**config.mk**
```make
export PLATFORM = sky130hd
export DESIGN_NAME = xseq_player
export DESIGN_NICKNAME = d
export VERILOG_FILES = /design/src/rtl/xseq_player.sv
export SDC_FILE = /design/constraint.sdc
export NUM_CORES = 1
export LEC_CHECK = 0
export CAP_MARGIN = 10
export CORE_MARGIN = 4
export CORE_UTILIZATION = 45
export DETAILED_ROUTE_END_ITERATION = 8
export PLACE_DENSITY = 0.74
export SYNTH_ARGS = -nofsm -noshare
export SYNTH_HDL_FRONTEND = slang
export SYNTH_SLANG_ARGS = --single-unit
```
**constraint.sdc**
```tcl
create_clock -name clk -period 1.5 [get_ports clk]
set_input_delay 0.3 -clock clk [delete_from_list [all_inputs] [get_ports clk]]
set_output_delay 0.3 -clock clk [all_outputs]
set_load 0.02 [all_outputs]
```
**src/rtl/xseq_player.sv**
```systemverilog
// Memory-game sequence presenter: reads symbols from a sync-read RAM and
// flashes each one on a one-hot LED bus, paced by an external interval timer.
module xseq_player #(
  parameter int SYM_W = 2,
  parameter int LEN_W = 4
) (
  input  logic                  clk,
  input  logic                  rst,
  input  logic                  start,
  input  logic                  abort,
  input  logic [LEN_W-1:0]      len,
  output logic [LEN_W-1:0]      mem_addr,
  input  logic [SYM_W-1:0]      mem_rdata,
  output logic [2**SYM_W-1:0]   led,
  output logic                  tmr_en,
  input  logic                  tmr_tc,
  output logic                  busy,
  output logic                  done
);

  localparam int LED_W = 2**SYM_W;
  localparam logic [1:0] GUARD = 2'd2;
  localparam logic [LEN_W-1:0] ONE = {{(LEN_W-1){1'b0}}, 1'b1};

  typedef enum logic [2:0] {
    S_IDLE, S_FETCH, S_LOAD, S_SHOW, S_GAP, S_DONE
  } state_t;

  state_t             state_q, state_d;
  logic [LEN_W-1:0]   idx_q, idx_d;
  logic [LEN_W-1:0]   len_q, len_d;
  logic [SYM_W-1:0]   sym_q, sym_d;
  logic [LEN_W-1:0]   mem_addr_q, mem_addr_d;
  logic [LED_W-1:0]   led_q, led_d;
  logic [1:0]         cnt_q, cnt_d;
  logic               tmr_en_q, tmr_en_d;
  logic               busy_q, busy_d;
  logic               done_q, done_d;

  function automatic logic [LED_W-1:0] onehot(input logic [SYM_W-1:0] s);
    onehot = '0;
    onehot[s] = 1'b1;
  endfunction

  always_ff @(posedge clk) begin
    if (rst) begin
      state_q    <= S_IDLE;
      idx_q      <= '0;
      sym_q      <= '0;
      mem_addr_q <= '0;
      led_q      <= '0;
      cnt_q      <= '0;
      tmr_en_q   <= 1'b0;
      busy_q     <= 1'b0;
      done_q     <= 1'b0;
    end else begin
      state_q    <= state_d;
      idx_q      <= idx_d;
      sym_q      <= sym_d;
      mem_addr_q <= mem_addr_d;
      led_q      <= led_d;
      cnt_q      <= cnt_d;
      tmr_en_q   <= tmr_en_d;
      busy_q     <= busy_d;
      done_q     <= done_d;
    end
  end

  always_ff @(posedge clk) begin
    len_q <= len_d;
  end

  // cnt_q counts cycles since the last timer restart, saturating at GUARD;
  // tmr_tc is only trusted once it reaches GUARD, masking a stale count.
  always_comb begin
    state_d    = state_q;
    idx_d      = idx_q;
    len_d      = len_q;
    sym_d      = sym_q;
    mem_addr_d = mem_addr_q;
    cnt_d      = (cnt_q == GUARD) ? GUARD : cnt_q + 2'd1;
    led_d      = '0;
    tmr_en_d   = 1'b0;
    case (state_q)
      S_IDLE: begin
        if (start) begin
          if (len != '0) begin
            len_d      = len;
            idx_d      = '0;
            mem_addr_d = '0;
            state_d    = S_FETCH;
          end else begin
            state_d = S_DONE;
          end
        end
      end
      S_FETCH: state_d = S_LOAD;
      S_LOAD: begin
        sym_d    = mem_rdata;
        led_d    = onehot(mem_rdata);
        tmr_en_d = 1'b1;
        cnt_d    = '0;
        state_d  = S_SHOW;
      end
      S_SHOW: begin
        led_d = onehot(sym_q);
        if (cnt_q == GUARD && tmr_tc) begin
          led_d    = '0;
          tmr_en_d = 1'b1;
          cnt_d    = '0;
          state_d  = S_GAP;
        end
      end
      S_GAP: begin
        if (cnt_q == GUARD && tmr_tc) begin
          if (idx_q == len_q - ONE) begin
            state_d = S_DONE;
          end else begin
            idx_d      = idx_q + ONE;
            mem_addr_d = idx_q + ONE;
            state_d    = S_FETCH;
          end
        end
      end
      S_DONE:  state_d = S_IDLE;
      default: state_d = S_IDLE;
    endcase
    if (abort && state_q != S_IDLE) begin
      state_d    = S_IDLE;
      idx_d      = idx_q;
      mem_addr_d = mem_addr_q;
      led_d      = '0;
      tmr_en_d   = 1'b0;
    end
    busy_d = (state_d != S_IDLE);
    done_d = (state_d == S_DONE);
  end

  assign mem_addr = mem_addr_q;
  assign led      = led_q;
  assign tmr_en   = tmr_en_q;
  assign busy     = busy_q;
  assign done     = done_q;

endmodule

```
After elaboration in Yosys (flattened, before gate mapping) --
Cells that the tools add are included.
Word-level totals: bits in registers 22, bits of input ports 11, output and inout port bits 11, logic and storage cells 63
Operators by class: add/sub/neg operators 3, order comparisons 4, eq/ne operators 11, muxes and demuxes 23, bitwise operators 1, reduce and logical (&&, ||, !) cells 12
Operators with widths (count):
- $mux 4 | 5
- $mux 3 | 6
- $pmux 4 s2 | 2
- $pmux 3 s5 | 1
- $ne 2x2->1 const B | 4
- $eq 3x2->1 const B | 2
- $eq 3x3->1 const B | 2
- $lt 2x3->1 const B | 2
- $reduce_and 6->1 | 1
- $reduce_bool 3->1 | 2
- $add 4x1->4 const B | 1
- $demux 1 s2 | 2
- $eq 4x4->1 | 1
- $ge 2x1->1 const B | 2
- $logic_and 1x1->1 | 4
- $mux 2 | 2
- $pmux 2 s2 | 1
- $reduce_bool 4->1 | 1
- $sub 4x1->4 const B | 1
- $eq 3x1->1 const B | 1
- $logic_not 3->1 | 1
- $mux 1 | 3
- $reduce_and 3->1 | 1
- $add 2x1->2 const B | 1
- 5 further kinds | 5

Logic depth before layout (Yosys ltp) --
word-level depth 7, depth in mapped cells 8, gate-level depth less buffers 7

Worst setup path after synthesis --
Ideal clock, no wire load.
kind register to register, start point register len_q[0], end point register mem_addr_q[0] (netlist: mem_addr[0]), library setup time 0.059 ns, arrival time 1.629 ns, required time 1.441 ns, setup slack -0.188 ns, cell stages (with the launch flop) 8, buffers on the path 0, clock period less this slack 1.688 ns, cell sequence edfxtp_1 > inv_1 > ha_1 > xnor3_1 > nand3_1 > nor3_1 > or4_1 > nand2_1
On the way: longest elaborated chain between the ends 4
RTL lines:
- start: declaration | RTL line 31 | logic [LEN_W-1:0] len_q, len_d;
- start signal: assignment | RTL line 70 | len_q <= len_d;
- $sub 4x1->4 | RTL line 116 | if (idx_q == len_q - ONE) begin
- $eq 4x4->1 | RTL line 116
- $ne 2x2->1 (no line)
- $reduce_and 6->1 (no line)
- end signal: assignment | RTL line 60 | mem_addr_q <= mem_addr_d;
- end: declaration | RTL line 33 | logic [LEN_W-1:0] mem_addr_q, mem_addr_d;
Every way passes these cells. A chain may end at the register's enable or synchronous reset.

Worst setup path in the final report --
start point input port len[1], end point register mem_addr_q[0] (netlist: mem_addr[0])
On the way: longest elaborated chain between the ends 3
RTL lines:
- start: declaration | RTL line 11 | input logic [LEN_W-1:0] len,
- $reduce_bool 4->1 | RTL line 87 | if (len != '0) begin
- $ne 2x2->1 (no line)
- $reduce_and 6->1 (no line)
Every way passes these cells.

==> impl_metrics.yaml <==
layout:
  final_area_um2: 1620
  final_core_util: 0.711
  final_layout_size_suffix_gt1_frac: 0.266
  n_antenna_cell: 0
  nets: 190
  area_growth_pct: 46.3
sta:
  grt_setup_unrepaired: "yes"
  finalClockSkew_ns: 0.00190
  finalCriticalPeriod_ns: 1.62
  holdWs_ns: 0.383
  setup_viol: 5
  max_slew_margin: 0.794
  hold_viol: 0
  max_freq_mhz: 616
  tns_ns: -0.433
  timing.final.crit_share: 1.08
  drv_slew: 0
  final.setup.worst_slack_ns: -0.122
  tightest_slew_ns: 0.306
run_status:
  violations: "negative setup slack"
  status: "complete, but fails checks"
worst_setup_path:
  path_class: "in -> reg"
  endpoint_kind: "flop"
  arrival_ns: 1.88
  start_kind: "input port"
  crit_required_ns: 1.75
  crit_fanout: 3
drt:
  drc_errors: 0
  ant_nets: 0
  routed_wl_um: 2870
  wl_per_cell_um: 14.3
  via_per_inst: 5.52
  num_vias: 1110
  drtPass1Iterations: 4
  drt-initial-drc-count: 27
flow_run:
  cap_violations: 0
placement:
  dpl_cell_area_um2: 1540
  dp_slack_ns: -0.538
  dp_hpwl_um: 2240
  gp_congestion: 0.933
  io_buffers: 21
power_and_ir_drop:
  power_density_nw_per_um2: 767
  p_leak_uw: 0.000695
  peakVddDrop_mv: 0.532
cts:
  clkTransAtPathRegs_ns: 0.12
  cts-root-buf: "clkbuf_4"
  cts-hold-fix-buffers: 0
  cts.path.max_buffers: 2
  cts_tree: "built"
  clk-insertion-delay-late_ns: 0.30
  cts_htree_levels: 1
  clock_sinks: 22
  cts_setup_buffers: 0
  numCtsBuffers: 3
global_routing:
  grt_usage: 0.182
  grt_max_degree: 13
  grt_antenna_before_repair: 0
  grt_pass1_vias: 1100
  grt_remaining_overflow: 0
  grt_pass1_wl_um: 4730
synth:
  yosysUniqueCellTypes: 36
  ys_seq_area_frac: 0.434
  syn_nets: 143
  synth-seq-cells: 22
  ys_warn_count: 0
  avgSynthCellArea_um2: 8.71
  syn_area_um2: 1110
  ys.flop_type: "dfxtp_1"
  postSynthCellCount: 127
  synth-edff-count: 4
  async_flop_share: 0
floorplan:
  initial_core_util: 0.486
  pin_count: 22
  die_w_um: 57.6
  num_rows: 17
  fp.dieH_um: 57.6
  dieArea_um2: 3310
  core_area_um2: 2280
hold_path:
  hp-class: "in -> reg"
==> critical path, stage by stage <==
cell             delay [ns]
clkdlybuf4s50_1        0.52
nor4_4                 0.05
buf_4                  0.15
o22ai_4                0.20
nand2_1                0.09
or4_1                  0.47
nand2_1                0.09
==> final timing paths <==
path | from | cells after the start | to | slack, ns
min reg2reg | sym_q[0] | 2 | led[3] | 0.53
max reg2reg | len_q[1] | 7 | mem_addr[3] | -0.12
max | len[1] | 7 | mem_addr[0] | -0.12
min | len[2] | 1 | len_q[2] | 0.38
==> placed cells by master, fill, tap and decap left out, drive strengths merged, types with 5 or more instances in the layout <==
cell and n:
nor2 16, ha 5, nand3 10, dlygate4sd2 14, clkdlybuf4s50 7, buf 25
a21oi 10, nand2 11, o21ai 6, nor3 6, inv 6, dfxtp 18
==> through the flow <==
step | cells | total power [uW]
after global placement | 197 | 941
after global routing | 201 | 1320
after floorplan | 127 | 808
after CTS | 201 | 1230
after detailed placement | 197 | 956
final | 201 | 1240
==> what timing repair did <==
action	4_1_cts	5_1_grt
setup endpoints to repair	17	10
pin swaps	6	3
gates resized for setup	20	12
==> cells by family after synthesis <==
group	count (synthesis)	share of synthesized area
AOI/OAI and AO/OA	26	0.144
xor gates and xnor gates	5	0.0520
adders and majority gates	5	0.0566
buffers and inverters	10	0.0362
DFF	22	0.434
and+or+nand+nor	59	0.277
==> layout make-up <==
type | count | area, um^2
fillers | 190 | 658
flip-flops and latches | 22 | 482
repair buffers | 46 | 380
well taps | 28 | 35.0
clock buffers | 4 | 26.3
multi-input cells | 95 | 672
inverters | 6 | 22.5
==> synth_stat cells (2+ instances only) <==
library cell,n,area share
dfxtp_1,18,0.33
nor2_1,16,0.054
nand2_1,11,0.037
a21oi_1,10,0.045
nand3_1,10,0.045
inv_1,6,0.020
o21ai_0,6,0.027
ha_1,5,0.057
nor3_1,5,0.023
edfxtp_1,4,0.11
and3_1,2,0.011
buf_2,2,0.0091
clkbuf_1,2,0.0068
nand2b_1,2,0.011
nand3b_1,2,0.014
o211ai_1,2,0.014
or2_1,2,0.011
or3_1,2,0.011
xnor2_1,2,0.016
xor2_1,2,0.016
==> report_power, final <==
part,total [uW],switching (uW),internal (uW)
Clock,276,172,104
Sequential,653,19.0,634
Combinational,312,159,153
==> layer usage <==
metal | up-vias | track usage | wire length, um
met5 | - | 0 | 0
met4 | 0 | 0.0828 | 54
met3 | 6 | 0.0317 | 105
met2 | 29 | 0.332 | 1480
met1 | 530 | 0.202 | 1230
li1 | 545 | - | -
==> flip-flops by register name (all words and copies together) (netlist names) <==
register  cells
led           4
len_q         4
mem_addr      4
state_q       3
cnt_q         2
sym_q         2
busy          1
done          1
tmr_en        1
Power figures use the tool's default switching activity.
